### src/rtl/imem_loader_pkg.sv
// imem_loader_pkg -- shared types and constants for the instruction memory loader.
//   state_e       : loader FSM state encoding (ST_RX_SUM only with IMEM_LOADER_CHKSUM_EN)
//   DEF_MEM_BYTES : default instruction memory size in bytes
//   DEF_BASE_ADDR : default byte address of the first written word
//   MAX_WORDS     : word capacity for the default memory size
//   max_words()   : word capacity for an arbitrary memory size
// Optional feature macro: IMEM_LOADER_CHKSUM_EN
package imem_loader_pkg;

  localparam int unsigned DEF_MEM_BYTES = 8192;
  localparam logic [31:0] DEF_BASE_ADDR = 32'h0000_0000;
  localparam int unsigned MAX_WORDS     = DEF_MEM_BYTES / 4;

  function automatic int unsigned max_words(input int unsigned mem_bytes);
    return mem_bytes / 4;
  endfunction

  typedef enum logic [2:0] {
    ST_IDLE,
    ST_RX_LEN,
    ST_RX_DATA,
`ifdef IMEM_LOADER_CHKSUM_EN
    ST_RX_SUM,
`endif
    ST_DONE,
    ST_ERROR
  } state_e;

endpackage

### src/rtl/imem_loader_if.sv
// imem_loader_if -- control, byte stream and memory write bus of the loader.
//   start_i        : pulse that begins a load
//   byte_valid_i   : stream byte valid
//   byte_data_i    : stream byte
//   byte_ready_o   : loader accepts a byte this cycle
//   wr_en_o        : one-cycle memory write strobe
//   wr_addr_o      : word-aligned byte address of the write
//   wr_data_o      : little-endian write word
//   busy_o/done_o/err_o : load status
// modport slave is the loader side, modport master the driver side.
interface imem_loader_if;
  logic        start_i;
  logic        byte_valid_i;
  logic [7:0]  byte_data_i;
  logic        byte_ready_o;
  logic        wr_en_o;
  logic [31:0] wr_addr_o;
  logic [31:0] wr_data_o;
  logic        busy_o;
  logic        done_o;
  logic        err_o;

  modport slave (
    input  start_i, byte_valid_i, byte_data_i,
    output byte_ready_o, wr_en_o, wr_addr_o, wr_data_o, busy_o, done_o, err_o
  );

  modport master (
    output start_i, byte_valid_i, byte_data_i,
    input  byte_ready_o, wr_en_o, wr_addr_o, wr_data_o, busy_o, done_o, err_o
  );
endinterface

### src/rtl/imem_word_assembler.sv
// imem_word_assembler -- packs accepted stream bytes into little-endian words.
//   clk_i      : clock
//   rst_ni     : asynchronous active-low reset
//   i_clr      : drop any partial word (new load)
//   i_en       : a byte is accepted this cycle
//   i_byte     : accepted byte
//   o_word     : assembled word, valid while o_word_rdy is high
//   o_word_rdy : pulses in the cycle the 4th byte of a word is accepted
module imem_word_assembler (
  input  logic        clk_i,
  input  logic        rst_ni,
  input  logic        i_clr,
  input  logic        i_en,
  input  logic [7:0]  i_byte,
  output logic [31:0] o_word,
  output logic        o_word_rdy
);
  logic [1:0]  r_idx;
  logic [23:0] r_shift;

  // Bytes enter at the top so the first byte ends up in bits [7:0].
  always_ff @(posedge clk_i or negedge rst_ni) begin
    if (!rst_ni) begin
      r_idx   <= '0;
      r_shift <= '0;
    end else if (i_clr) begin
      r_idx   <= '0;
      r_shift <= '0;
    end else if (i_en) begin
      r_idx   <= r_idx + 2'd1;
      r_shift <= {i_byte, r_shift[23:8]};
    end
  end

  assign o_word_rdy = i_en && (r_idx == 2'd3);
  assign o_word     = {i_byte, r_shift};
endmodule

### src/rtl/imem_loader.sv
// imem_loader -- loads a length-prefixed byte stream into instruction memory.
//   MEM_BYTES : memory size in bytes (MAX_WORDS = MEM_BYTES/4)
//   BASE_ADDR : byte address of the first written word
//   clk_i     : clock
//   rst_ni    : asynchronous active-low reset
//   bus       : imem_loader_if.slave (start, byte stream, write bus, status)
// Stream: 4-byte little-endian word count N, then N*4 payload bytes.
// Macro IMEM_LOADER_CHKSUM_EN adds a trailing XOR-of-payload checksum byte.
module imem_loader
  import imem_loader_pkg::*;
#(
  parameter int unsigned MEM_BYTES = DEF_MEM_BYTES,
  parameter logic [31:0] BASE_ADDR = DEF_BASE_ADDR
) (
  input  logic          clk_i,
  input  logic          rst_ni,
  imem_loader_if.slave  bus
);
  localparam logic [31:0] LP_MAX_WORDS = 32'(max_words(MEM_BYTES));

  state_e      r_state;
  logic        r_rdy, r_busy, r_done, r_err, r_wr_en;
  logic [31:0] r_wr_addr, r_wr_data, r_len, r_cnt;
`ifdef IMEM_LOADER_CHKSUM_EN
  logic [7:0]  r_xor;
`endif

  logic        w_acc, w_start, w_word_rdy;
  logic [31:0] w_word;

  assign w_acc   = bus.byte_valid_i & r_rdy;
  assign w_start = bus.start_i & (r_state inside {ST_IDLE, ST_DONE, ST_ERROR});

  // The same packer assembles both the length word and the payload words.
  imem_word_assembler u_asm (
    .clk_i      (clk_i),
    .rst_ni     (rst_ni),
    .i_clr      (w_start),
    .i_en       (w_acc),
    .i_byte     (bus.byte_data_i),
    .o_word     (w_word),
    .o_word_rdy (w_word_rdy)
  );

  always_ff @(posedge clk_i or negedge rst_ni) begin
    if (!rst_ni) begin
      r_state   <= ST_IDLE;
      r_rdy     <= 1'b0;
      r_busy    <= 1'b0;
      r_done    <= 1'b0;
      r_err     <= 1'b0;
      r_wr_en   <= 1'b0;
      r_wr_addr <= '0;
      r_wr_data <= '0;
      r_len     <= '0;
      r_cnt     <= '0;
`ifdef IMEM_LOADER_CHKSUM_EN
      r_xor     <= '0;
`endif
    end else begin
      r_wr_en <= 1'b0;
      case (r_state)
        ST_IDLE, ST_DONE, ST_ERROR: begin
          if (w_start) begin
            r_state <= ST_RX_LEN;
            r_rdy   <= 1'b1;
            r_busy  <= 1'b1;
            r_done  <= 1'b0;
            r_err   <= 1'b0;
            r_cnt   <= '0;
`ifdef IMEM_LOADER_CHKSUM_EN
            r_xor   <= '0;
`endif
          end
        end
        ST_RX_LEN: begin
          if (w_word_rdy) begin
            r_len <= w_word;
            if (w_word == '0) begin
              r_state <= ST_DONE;
              r_rdy   <= 1'b0;
              r_busy  <= 1'b0;
              r_done  <= 1'b1;
            end else if (w_word > LP_MAX_WORDS) begin
              r_state <= ST_ERROR;
              r_rdy   <= 1'b0;
              r_busy  <= 1'b0;
              r_err   <= 1'b1;
            end else begin
              r_state <= ST_RX_DATA;
            end
          end
        end
        ST_RX_DATA: begin
`ifdef IMEM_LOADER_CHKSUM_EN
          if (w_acc) r_xor <= r_xor ^ bus.byte_data_i;
`endif
          if (w_word_rdy) begin
            r_wr_en   <= 1'b1;
            r_wr_addr <= BASE_ADDR + {r_cnt[29:0], 2'b00};
            r_wr_data <= w_word;
            r_cnt     <= r_cnt + 32'd1;
            if (r_cnt == r_len - 32'd1) begin
`ifdef IMEM_LOADER_CHKSUM_EN
              r_state <= ST_RX_SUM;
`else
              r_state <= ST_DONE;
              r_rdy   <= 1'b0;
              r_busy  <= 1'b0;
              r_done  <= 1'b1;
`endif
            end
          end
        end
`ifdef IMEM_LOADER_CHKSUM_EN
        ST_RX_SUM: begin
          if (w_acc) begin
            r_rdy  <= 1'b0;
            r_busy <= 1'b0;
            if (bus.byte_data_i == r_xor) begin
              r_state <= ST_DONE;
              r_done  <= 1'b1;
            end else begin
              r_state <= ST_ERROR;
              r_err   <= 1'b1;
            end
          end
        end
`endif
        default: begin
          r_state <= ST_IDLE;
          r_rdy   <= 1'b0;
          r_busy  <= 1'b0;
        end
      endcase
    end
  end

  assign bus.byte_ready_o = r_rdy;
  assign bus.wr_en_o      = r_wr_en;
  assign bus.wr_addr_o    = r_wr_addr;
  assign bus.wr_data_o    = r_wr_data;
  assign bus.busy_o       = r_busy;
  assign bus.done_o       = r_done;
  assign bus.err_o        = r_err;
endmodule

### src/flat_wrapper.sv
// flat-port wrapper written by rule: the top's interface ports become plain ports
module imem_loader_flat import imem_loader_pkg::*;
#(
  parameter int unsigned MEM_BYTES = DEF_MEM_BYTES,
  parameter logic [31:0] BASE_ADDR = DEF_BASE_ADDR
)
  (clk_i, rst_ni, bus_start_i, bus_byte_valid_i, bus_byte_data_i, bus_byte_ready_o, bus_wr_en_o, bus_wr_addr_o, bus_wr_data_o, bus_busy_o, bus_done_o, bus_err_o);
  imem_loader_if bus_i ();
  input  logic clk_i;
  input  logic rst_ni;
  input wire logic [$bits(bus_i.start_i)-1:0] bus_start_i;
  input wire logic [$bits(bus_i.byte_valid_i)-1:0] bus_byte_valid_i;
  input wire logic [$bits(bus_i.byte_data_i)-1:0] bus_byte_data_i;
  output wire logic [$bits(bus_i.byte_ready_o)-1:0] bus_byte_ready_o;
  output wire logic [$bits(bus_i.wr_en_o)-1:0] bus_wr_en_o;
  output wire logic [$bits(bus_i.wr_addr_o)-1:0] bus_wr_addr_o;
  output wire logic [$bits(bus_i.wr_data_o)-1:0] bus_wr_data_o;
  output wire logic [$bits(bus_i.busy_o)-1:0] bus_busy_o;
  output wire logic [$bits(bus_i.done_o)-1:0] bus_done_o;
  output wire logic [$bits(bus_i.err_o)-1:0] bus_err_o;
  assign bus_i.start_i = bus_start_i;
  assign bus_i.byte_valid_i = bus_byte_valid_i;
  assign bus_i.byte_data_i = bus_byte_data_i;
  assign bus_byte_ready_o = bus_i.byte_ready_o;
  assign bus_wr_en_o = bus_i.wr_en_o;
  assign bus_wr_addr_o = bus_i.wr_addr_o;
  assign bus_wr_data_o = bus_i.wr_data_o;
  assign bus_busy_o = bus_i.busy_o;
  assign bus_done_o = bus_i.done_o;
  assign bus_err_o = bus_i.err_o;
  imem_loader #(.MEM_BYTES(MEM_BYTES), .BASE_ADDR(BASE_ADDR)) u_core (.clk_i(clk_i), .rst_ni(rst_ni), .bus(bus_i));
endmodule
### config.mk
export PLATFORM = sky130hd
export DESIGN_NAME = imem_loader_flat
export DESIGN_NICKNAME = d
export VERILOG_FILES = /design/src/rtl/imem_loader_pkg.sv /design/src/rtl/imem_loader_if.sv /design/src/rtl/imem_word_assembler.sv /design/src/rtl/imem_loader.sv /design/src/flat_wrapper.sv
export SDC_FILE = /design/constraint.sdc
export NUM_CORES = 1
export LEC_CHECK = 0
export ABC_AREA = 0
export ABC_CLOCK_PERIOD_IN_PS = 3270
export CAP_MARGIN = 0
export CORE_ASPECT_RATIO = 1.4
export CORE_MARGIN = 2
export CORE_UTILIZATION = 47
export DETAILED_ROUTE_END_ITERATION = 7
export PLACE_DENSITY = 0.71
export SLEW_MARGIN = 20
export SYNTH_ARGS = -nofsm -noshare
export SYNTH_HDL_FRONTEND = slang
export SYNTH_SLANG_ARGS = --single-unit
### constraint.sdc
create_clock -name clk_i -period 3.27 [get_ports clk_i]
set_input_delay 0.4905 -clock clk_i [delete_from_list [all_inputs] [get_ports clk_i]]
set_output_delay 0.4905 -clock clk_i [all_outputs]
set_load 0.1 [all_outputs]
==> After elaboration in Yosys (flattened, before gate mapping) <==
Index checks and enable logic that the tools add are counted.
{ "totals": {"register_bits": 159, "latchBits": 0, "ramBits": 0, "rom_bits": 0, "in_bits": 12, "out_inout_bits": 69, "word_cells": 80, "n_memories": 0} }
{ "op_classes": {"addsub": 3, "mul": 0, "div_mod_pow": 0, "n_lt_le_gt_ge": 1, "n_eq_ne": 14, "shifts": 0, "muxes": 33, "bitwise": 2, "reduce_logical": 16} }
{ "ops": {"columns": ["operator", "count"], "rows": [
  ["32-bit 2-to-1 mux", 2],
  ["32-bit one-hot mux with 2 select lines", 1],
  ["24-bit 2-to-1 mux", 2],
  ["32-bit by 1-bit adder with 32-bit output, second input constant", 1],
  ["32-bit equality test", 1],
  ["32-bit by 12-bit greater-than comparator with 1-bit output, second input constant", 1],
  ["32-bit logical NOT", 1],
  ["32-bit by 1-bit subtractor with 32-bit output, second input constant", 1],
  ["3-bit 2-to-1 mux", 6],
  ["1-bit 2-to-1 mux", 16],
  ["5-bit AND reduction", 2],
  ["3-bit one-hot mux with 3 select lines", 1],
  ["2-bit inequality test, second input constant", 4],
  ["3-bit by 2-bit equality test with 1-bit output, second input constant", 2],
  ["2-bit by 1-bit inequality test with 1-bit output, second input constant", 3],
  ["1-bit one-hot mux with 3 select lines", 2],
  ["6-bit AND reduction", 1],
  ["2-bit nonzero test", 3],
  ["3-bit nonzero test", 2],
  ["2-bit 2-to-1 mux", 2],
  ["2-bit AND reduction", 2],
  ["4-bit AND reduction", 1],
  ["3-bit by 1-bit equality test with 1-bit output, second input constant", 1],
  ["3-bit equality test, second input constant", 1],
  ["9 further kinds", 10]
]} }

==> Logic depth before layout (Yosys ltp) <==
{ "depth": {"word_depth": 5, "ltp_mapped": 11, "mapped_depth_nobuf": 10} }

==> Modules after synthesis <==
A second synthesis with hierarchy kept.
{ "hier_totals": {"hier_cells": 709, "area_unflattened_um2": 7868.8} }
{ "modules_own_cells": {"columns": ["mod", "instances", "cells_per_inst", "area_each_um2", "seq_area_each_um2"], "rows": [
  ["imem_loader", 1, 615, 6715.2, 3328.2],
  ["imem_word_assembler", 1, 94, 1153.6, 650.6]
]} }

==> Worst setup path after synthesis <==
Ideal clock, no wire load.
{ "synth_timing": {"path_kind": "reg2reg", "from": "register u_core.r_len[2]", "to": "register u_core.r_state[0]", "setup_ns": 0.125, "arrival_ns": 3.273, "t_required_ns": 3.145, "path_slack_ns": -0.128, "path_stages_with_launch": 11, "path_buffers": 3, "period_less_slack_ns": 3.398, "cell_sequence": "dfrtp_1 buf_6 or4_1 buf_2 or4_1 buf_2 or4_4 and4bb_1 o211ai_1 o31a_1 mux2_4"} }
{ "synth_via": {"elab_chain_len": 4} }
{ "synth_rtl": {"columns": ["element", "line_no", "source"], "rows": [
  ["start, declared", "imem_loader.sv:23", "logic [31:0] r_wr_addr, r_wr_data, r_len, r_cnt;"],
  ["start signal, assigned", "imem_loader.sv:78", "r_len <= w_word;"],
  ["32-bit by 1-bit subtractor with 32-bit output", "imem_loader.sv:103", "if (r_cnt == r_len - 32'd1) begin"],
  ["32-bit equality test", "imem_loader.sv:103", null],
  ["2-bit by 1-bit inequality test with 1-bit output (no line)", null, null],
  ["4-bit AND reduction (no line)", null, null],
  ["end signal, assigned", "imem_loader.sv:90", "r_state <= ST_RX_DATA;"],
  ["end signal, assigned", "imem_loader.sv:107", "r_state <= ST_DONE;"],
  ["end signal, assigned", "imem_loader.sv:131", "r_state <= ST_IDLE;"],
  ["end, declared", "imem_loader.sv:21", "state_e r_state;"]
]} }
No other way between the ends.
A chain may end at the register's enable or synchronous reset.

==> Worst setup path in the final report <==
{ "layout_timing": {"from": "register u_core.r_len[5]", "to": "register u_core.r_state[0]"} }
Same word-level chain as after synthesis.

==> summary.md <==
| Metric | Value |
|---|---|
| Crit path cell chain | `or4_4 > or4_4 > or4_4 > and4bb_1 > o211ai_1 > o31a_1 > mux2_4` |
| Post-route antenna net violation count | `0` |
| Flip-flop cell with the highest count after synthesis | `dfrtp_1` |
| First-pass GRT wire length | `31.2 mm` |
| Worst reg2reg setup slack | `90 ps` |
| Average wire length per cell after detail routing | `16.8 µm` |
| Number of cells produced by synthesis | `813` |
| Delay of the slowest cell on the worst path | `580 ps` |
| Peak fanout along the critical path | `7` |
| Number of sinks on the clock net | `159` |
| Period minus WS final | `3180 ps` |
| Commonest non-fill, non-tap cell in the layout | `nand2_1` |
| Sequential cell area fraction in the yosys report | `51.3%` |
| HPWL after DPL | `13.5 mm` |
| Number of pins with negative max-slew slack in the final report | `0` |
| Pwr Density | `695 nW/µm²` |
| Required time at the endpoint of the critical path | `3570 ps` |
| Number of detailed-routing iterations run before antenna repair | `4` |
| Status | `completed` |
| Clock skew after layout | `10.3 ps` |
| Starting DRT DRC Count | `312` |
| H-Tree Level Count | `4` |
| Critical-path cell with the highest stage delay | `or4_4` |
| Number of max-cap violations | `0` |
| RD Place Congestion | `0.958` |
| Net count, final | `918` |
| Unrepaired setup endpoints after global routing | `no` |
| Number of unique standard cell types used by synthesis | `60` |
| Vias in the first global route | `6126` |
| Number of buffers added on ports | `78` |
| Clock tree from TritonCTS | `built` |
| Number of hold-repair buffers added at the cts stage | `0` |
| Worst setup slack before clock tree synthesis | `79.4 ps` |
| CORE AREA | `16200 µm²` |
| # Post-CTS Setup Buffers | `0` |
| Antenna Cells | `0` |
| Warnings from Yosys | `0` |
| Final setup vio count | `0` |
| Y dimension of the die | `156 µm` |
| Count of pins on the block boundary | `81` |
| Total number of vias | `6139` |
| DIE AREA | `17600 µm²` |
| Via-per-instance ratio | `5.51` |
| Antenna violations before repair | `0` |
| Tightest Hold Check Type | `input port to asynchronous set/reset pin` |
| Crit path arrival time | `3490 ps` |
| Post-synthesis async set-or-reset flop share | `100%` |
| Ratio of final minimum period to clock period | `97.4%` |
| Area Growth Syn to Fin | `22.0%` |
| Number of synthesized flops with an enable pin | `0` |
| Flip-flop and latch count after synthesis | `159` |
| Latest clock arrival within the worst-skew pair | `420 ps` |
| Rows | `55` |
| Max-Slew Margin vs Limit | `34.3%` |
| Largest vdd supply drop | `0.000447 V` |
| CP Capture Type | `flip-flop` |
| Most frequent cells in the layout | `nand2_1 (203), dfrtp_1 (159), clkdlybuf4s50_1 (61)` |
| Area of the mapped netlist | `7750 µm²` |
| Largest net degree at the start of global routing | `70` |
| Final-report hold violation count | `0` |
| Aggregate global routing overflow | `0` |
| Cell repeated most along the worst path | `or4_4` |
| Number of DRC violations after detailed routing | `0` |
| Routed WL | `18.7 mm` |
| Share of cells above drive strength 1 | `16.8%` |
| Standby leakage power | `4.58 nW` |
| Clock transition at the registers of the reported paths | `70 ps` |
| Sum Neg Setup Slack | `0 ps` |
| Average size of a mapped cell | `9.54 µm²` |
| Post-cts repair resize count | `0` |
| Clock buffer count from CTS | `17` |
| Slew of the pin with the lowest slew margin | `983 ps` |
| Crit path setup slack, layout | `86.5 ps` |
| Maximum clock frequency | `0.314 GHz` |
| Width of the die | `113 µm` |
| Total GRT Usage | `22.0%` |
| Clock root cell | `clkbuf_16` |
| Type of element launching the critical path | `flip-flop` |
| Critical path class | `flip-flop to flip-flop` |
| Clock buffer depth | `2` |
| Starting utilization of the core area | `47.9%` |
## per-stage QoR
stage / power (mW) / hold slack [ps] / util [%] / cells / instance area, µm²
final: 6.58 / 53.7 / 58.5 / 1115 / 9460
after CTS: 6.61 / 85.8 / 58.5 / 1115 / 9450
after global routing: 6.96 / 118 / 58.5 / 1115 / 9460
after detailed placement: 4.64 / 462 / 54.9 / 1083 / 8880
after global placement: 4.62 / 459 / 54.9 / 1083 / 8880
after floorplan: 3.96 / 195 / - / 814 / 7780
## power by group
group | total, mW | switching, mW | internal [mW]
Combinational | 2.20 | 1.25 | 0.942
Sequential | 2.44 | 0.291 | 2.15
Clock | 1.94 | 0.864 | 1.07
Total | 6.58 | 2.41 | 4.17
## metal layers
layer	GRT usage (%)	vias up	wire length [µm]
met3	2.25	26	425
met2	37.8	109	9470
li1	-	2970	-
met5	0	-	0
met1	28.6	3034	8370
met4	8.48	0	453
## flip-flops by register name (all words and copies together) (netlist names), 2 cells and up
| name | count |
|---|---|
| u_core.bus.wr_addr_o | 30 |
| u_core.bus.wr_data_o | 32 |
| u_core.r_cnt | 32 |
| u_core.r_len | 32 |
| u_core.r_state | 3 |
| u_core.u_asm.r_idx | 2 |
| u_core.u_asm.r_shift | 24 |
## critical path: cells and delay by family (launching register included)
kind / cells / cell delay, ps
simple gates: 4 / 1950
compound gates: 2 / 420
flops: 1 / 380
mux: 1 / 310
## cells in the mapped netlist (all sizes together) (7+ instances only)
master | n | area (µm²)
nand2 | 203 | 762
dfrtp | 159 | 3980
nor2 | 57 | 214
mux2 | 52 | 589
clkbuf | 38 | 143
a21oi | 35 | 175
xor2 | 32 | 280
xnor2 | 27 | 236
nor4 | 21 | 131
o21ai | 21 | 105
nand3 | 18 | 90.1
nand4 | 17 | 106
inv | 12 | 45.0
buf | 10 | 58.8
nor3 | 9 | 45.0
or3 | 9 | 56.3
nand2b | 7 | 43.8
o211ai | 7 | 52.6
## cell families (layout without fill, tap and decap cells)
family          Yosys count  in the layout  share of synthesized area, %
compound gates           97             97                          7.92
xor+xnor                 59             59                          6.67
simple gates            379            379                          22.5
mux                      54             54                          7.86
fa+ha+maj                 3              3                         0.484
buf+inv                  61            163                          3.23
flops                   159            159                          51.3
other cells               1              2                        0.0484
## worst paths after layout
kind	from	endpoint	cells past startpoint
max reg2reg	u_core.r_len[5]	u_core.r_state[0]	7
max	u_core.r_len[5]	u_core.r_state[0]	7
min reg2reg	u_core.bus.wr_addr_o[9]	u_core.bus.wr_addr_o[9]	2
max in group asynchronous	rst_ni	u_core.bus.byte_ready_o	2
min	rst_ni	u_core.bus.wr_data_o[25]	1
min in group clk_i	u_core.bus.wr_addr_o[9]	u_core.bus.wr_addr_o[9]	2
## final cells by class
class                   count  area [µm²]
well taps                 199         249
multi-input cells         594        3540
repair buffers            118        1070
inverters                  13        48.8
flip-flops and latches    159        3980
clock buffers              17         425
clock inverters            15         149
fillers                  1438        6710
Power figures use the tool's default switching activity.
==> RTL change 1, RTL diff (config.mk and constraints unchanged) <==
Build with the macro `IMEM_LOADER_CHKSUM_EN` defined.
--- a/src/rtl/imem_loader_pkg.sv
+++ b/src/rtl/imem_loader_pkg.sv
@@ -6,4 +6,6 @@
 //   max_words()   : word capacity for an arbitrary memory size
 // Optional feature macro: IMEM_LOADER_CHKSUM_EN
+`define IMEM_LOADER_CHKSUM_EN
+
 package imem_loader_pkg;
 
Check against the original RTL: not equivalent (a bounded check fails within 10 cycles, from zero or initial values and one cycle with rst_ni low).
==> RTL change 1 against the unedited design <==
Cell area up 4.9%. Setup slack better by 0.42 ns. Wire length up 8.7%. Non-clock buffer count down 16. Sequential cell count up 8. Synthesized area up 6.7%. First-iteration DRC count up 6.1%. Power up 14%. Fmax up 15%. Die area up 6.5%. Critical path depth down 1. Critical endpoint is now u_core.r_cnt[29]$_DFFE_PN0P_. Highest routed layer unchanged.
==> RTL change 1: results <==
[run_status]
outcome = "complete, no violations"

[routing]
drt-vias-per-instance = 5.38
drt_wl_total_microns = 20300
drt_iter0_drc = 331

[setup_path]
cp_slowest_cell = "dfrtp_1"
crit_arrival_ns = 3.11

[global_route]
use_met2_pct = 38.6
grt_usage_pct = 23.4
grt_max_degree = 71
grt_use_met1_pct = 31.0
grt_pass1_wl_microns = 34200
grt_pass1_vias = 6519

[finish]
layout.nets = 985
fill_cells = 1564
stdcell_count = 1218

[clock_network]
post_cts_buffers = 0

[power]
power.leakage_uw = 0.00465
vdd_drop_max_mv = 0.570

[synthesis]
synthTopCellsByArea = "dfrtp_1 50%, nand2_1 11%, mux2_2 4.5%"
synth_seq_area_share_pct = 50.5
synthTopCellsByCount = "253 x nand2_1, 167 x dfrtp_1, 62 x nor2_1"
syn_inst = 899

[placement]
dpl.hpwl_microns = 14400

[timing]
fin_skew_ns = 0.0127
worst_slew_pin_slew_ns = 0.976
## RTL change 1: cells by family (layout without fill, tap and decap cells)
kind of cell    after synthesis  after routing  share of synthesized area [%]
compound gates              105            105                           7.91
xor+xnor                     68             68                           7.36
fa+ha+maj                     3              3                          0.454
buf+inv                      60            142                           2.98
flops                       167            167                           50.5
mux                          44             44                           5.82
other cells                   1              2                         0.0453
simple gates                451            451                           24.9
## RTL change 1: stage by stage
| step | setup slack [ns] | utilization [%] |
|---|---|---|
| after floorplan | 0.227 | - |
| after global placement | 0.316 | 53.9 |
| after detailed placement | 0.254 | 53.9 |
| after CTS | 0.508 | 57.3 |
| after global routing | 0.409 | 57.3 |
| final | 0.511 | 57.3 |
## RTL change 1: where the power goes
| group | internal (uW) | switching, uW |
|---|---|---|
| Sequential | 2300 | 420 |
| Clock | 1020 | 923 |
| Combinational | 1210 | 1610 |
## RTL change 1: final cells by class
cell class                      instances  share of cell area, %
Inverter                                9                  0.340
Sequential cell                       167                   42.1
Clock inverter                         14                   1.56
Clock buffer                           17                   4.29
Timing Repair Buffer                  102                   9.75
Multi-Input combinational cell        673                   39.0
Tap cell                              236                   2.98
## RTL change 1: worst paths after layout
kind                                                       from  cells past startpoint  slack (ns)                                   end
setup reg to reg                  u_core.r_state[0]$_DFFE_PN0P_                      6        0.51          u_core.r_cnt[29]$_DFFE_PN0P_
hold reg to reg            u_core.bus.wr_addr_o[15]$_DFFE_PN0P_                      2        0.47  u_core.bus.wr_addr_o[15]$_DFFE_PN0P_
setup / recovery                  u_core.r_state[0]$_DFFE_PN0P_                      6        0.51          u_core.r_cnt[29]$_DFFE_PN0P_
max in group asynchronous                                rst_ni                      2        2.36  u_core.bus.wr_addr_o[14]$_DFFE_PN0P_
hold / removal                                           rst_ni                      1        0.05  u_core.bus.wr_data_o[19]$_DFFE_PN0P_
min in group clk_i         u_core.bus.wr_addr_o[15]$_DFFE_PN0P_                      2        0.47  u_core.bus.wr_addr_o[15]$_DFFE_PN0P_
## RTL change 1: worst max-delay path: cells and delay by family, from the launching register on
kind	cells	cell delay, ns
and+or+nand+nor	4	1.76
DFF	1	0.49
AOI/OAI and AO/OA	2	0.43
## RTL change 1: per-layer routing
layer / part of all wire, % / up-vias
li1: - / 3203
met1: 43 / 3199
met2: 51 / 127
met3: 3.6 / 26
met4: 2.2 / 0
met5: 0 / -
==> RTL change 2, RTL diff (same flow settings) <==
Made on the original files. Make the reset (`rst_ni`) synchronous in 2 clocked blocks. Comments in the files are not updated.
--- a/src/rtl/imem_word_assembler.sv
+++ b/src/rtl/imem_word_assembler.sv
@@ -20,5 +20,5 @@
 
   // Bytes enter at the top so the first byte ends up in bits [7:0].
-  always_ff @(posedge clk_i or negedge rst_ni) begin
+  always_ff @(posedge clk_i) begin
     if (!rst_ni) begin
       r_idx   <= '0;
--- a/src/rtl/imem_loader.sv
+++ b/src/rtl/imem_loader.sv
@@ -43,5 +43,5 @@
   );
 
-  always_ff @(posedge clk_i or negedge rst_ni) begin
+  always_ff @(posedge clk_i) begin
     if (!rst_ni) begin
       r_state   <= ST_IDLE;
Formal check against the unedited RTL: differs if rst_ni is asserted again (counterexample within 4 cycles, from zero or initial values and one cycle with rst_ni low); with rst_ni held inactive, the same outputs for 10 cycles.
==> RTL change 2 against the unedited design <==
Fmax up 4.5%. Synthesized area shrank 7.6%. Global-route usage is 0.50 points lower. Critical endpoint is now u_core.bus.byte_ready_o$_SDFFE_PN0P_. Cell area is 8.3% lower. Wire length decreased by 9.7%. Hold slack better by 0.40 ns. Sequential cell count is the same. Setup slack better by 0.14 ns. Critical path type unchanged. Clock skew shrank 0.00073 ns.
Power is not compared: it rests on default switching activity, and its combinational part moved more than twofold at a synthesized area within 25%.
==> RTL change 2: results <==
[global_route]
grt_usage_pct = 21.5
grt_pass1_vias = 5813
grt_max_degree = 100
antenna_found_initial = 0
grt_pass1_wl_microns = 28300

[clock_network]
htree_levels = 4
numCtsBuffers = 17
clk_pin_slew_worst_paths_ns = 0.06
cts_max_path_buffers = 2
clock_latency_ns = 0.43
clockRootBuffer = "clkbuf_16"
post_cts_buffers = 0

[placement]
dpl.hpwl_microns = 11500
gp_congestion = 0.900
pre_cts_slack_ns = 0.0595
placed_cell_area_sq_mm = 0.00807
io_buffers = 78

[synthesis]
yosysUniqueCellTypes = 62
synth_top_area_share_pct = 44.4
synthTopCellsByCount = "269 x nand2_1, 159 x dfxtp_1, 125 x a21oi_1"
yosysWarningCount = 0
synthMuxAreaShare_pct = 0.437
yosys.area_share.xor_xnor_pct = 8.68
yosys.area_share.adder_pct = 0.524
async_flop_share_pct = 0
synth_seq_area_share_pct = 44.4
synth_compound_area_share_pct = 13.8
synthTopCellsByArea = "dfxtp_1 44%, nand2_1 14%, a21oi_1 8.7%"

[finish]
final_layout_size_suffix_gt1_share_pct = 7.01
n_antenna_cell = 0
fill_cells = 1424
multi_input_area_sq_mm = 0.00373
layout.nets = 987

[routing]
drt_iter0_drc = 291
post_drt_wl_per_cell_microns = 14.4
drt-vias-per-instance = 5.38
dr.pass1.iters = 5

[setup_path]
max_stage_delay_ns = 0.64
crit_arrival_ns = 3.36
cp_slowest_cell = "nor4_2"
critPathTopFamily = "simple AND/OR/NAND/NOR gates"
path_max_fanout = 7

[timing]
fin_skew_ns = 0.00958
worst_slew_pin_slew_ns = 0.994

[worst_hold_path]
hold_path.class = "flip-flop to flip-flop"

[run_status]
outcome = "complete, no violations"

[power]
vdd_drop_max_mv = 0.303
power.leakage_uw = 0.00291
[RTL change 2: cell types whose count changed after synthesis, moves of 16 or more]
cell / change
dfxtp_1: +159
a21oi_1: +90
mux2_2: -50
nand2_1: +66
dfrtp_1: -159
clkbuf_1: +16
[RTL change 2: area by class of cell]
class                   instances  area share, %
repair buffers                 91           10.3
well taps                     192           2.77
flip-flops and latches        159           36.7
clock buffers                  20           5.38
inverters                       9          0.390
multi-input cells             694           43.1
clock inverters                12           1.41
[RTL change 2: logic make-up after synthesis]
group | after synthesis
compound gates | 173
buf+inv | 70
mux | 3
flops | 159
other cells | 1
simple gates | 442
fa+ha+maj | 3
xor+xnor | 71
[RTL change 2: worst min-delay path: cells and delay by family (launching register included)]
family,cells,cell delay (ns)
flops,1,0.31
simple gates,1,0.05
compound gates,1,0.05
[RTL change 2: final timing paths]
kind	cells after the start	slack (ns)	end	start
max	8	0.22	u_core.bus.byte_ready_o$_SDFFE_PN0P_	u_core.r_len[3]$_SDFFE_PN0P_
min	2	0.45	u_core.bus.wr_addr_o[14]$_SDFFE_PN0P_	u_core.bus.wr_addr_o[14]$_SDFFE_PN0P_
max reg2reg	8	0.22	u_core.bus.byte_ready_o$_SDFFE_PN0P_	u_core.r_len[3]$_SDFFE_PN0P_
min reg2reg	2	0.45	u_core.bus.wr_addr_o[14]$_SDFFE_PN0P_	u_core.bus.wr_addr_o[14]$_SDFFE_PN0P_
[RTL change 2: stage by stage]
step	total power, uW	std cells
after floorplan	2360	923
after global placement	2460	1145
after detailed placement	2460	1145
after CTS	4420	1177
after global routing	4540	1177
final	4370	1177
[RTL change 2: layer usage]
layer  global-route usage (%)  vias up  share of wire (%)
li1                         -     3225                  -
met1                     27.3     2966                 45
met2                     37.2      125                 50
met3                     2.77       19                2.9
met4                     7.63        0                1.6
met5                        0        -                  0
[RTL change 2: repair_timing]
item	CTS	global route
hold endpoints to repair	0	0
gates resized for setup	0	2
endpoints found under the setup margin	0	5
[RTL change 2: where the power goes]
part	internal (uW)	switching, uW
Combinational	109	306
Sequential	1960	40.6
Clock	1130	828
Total	3200	1170
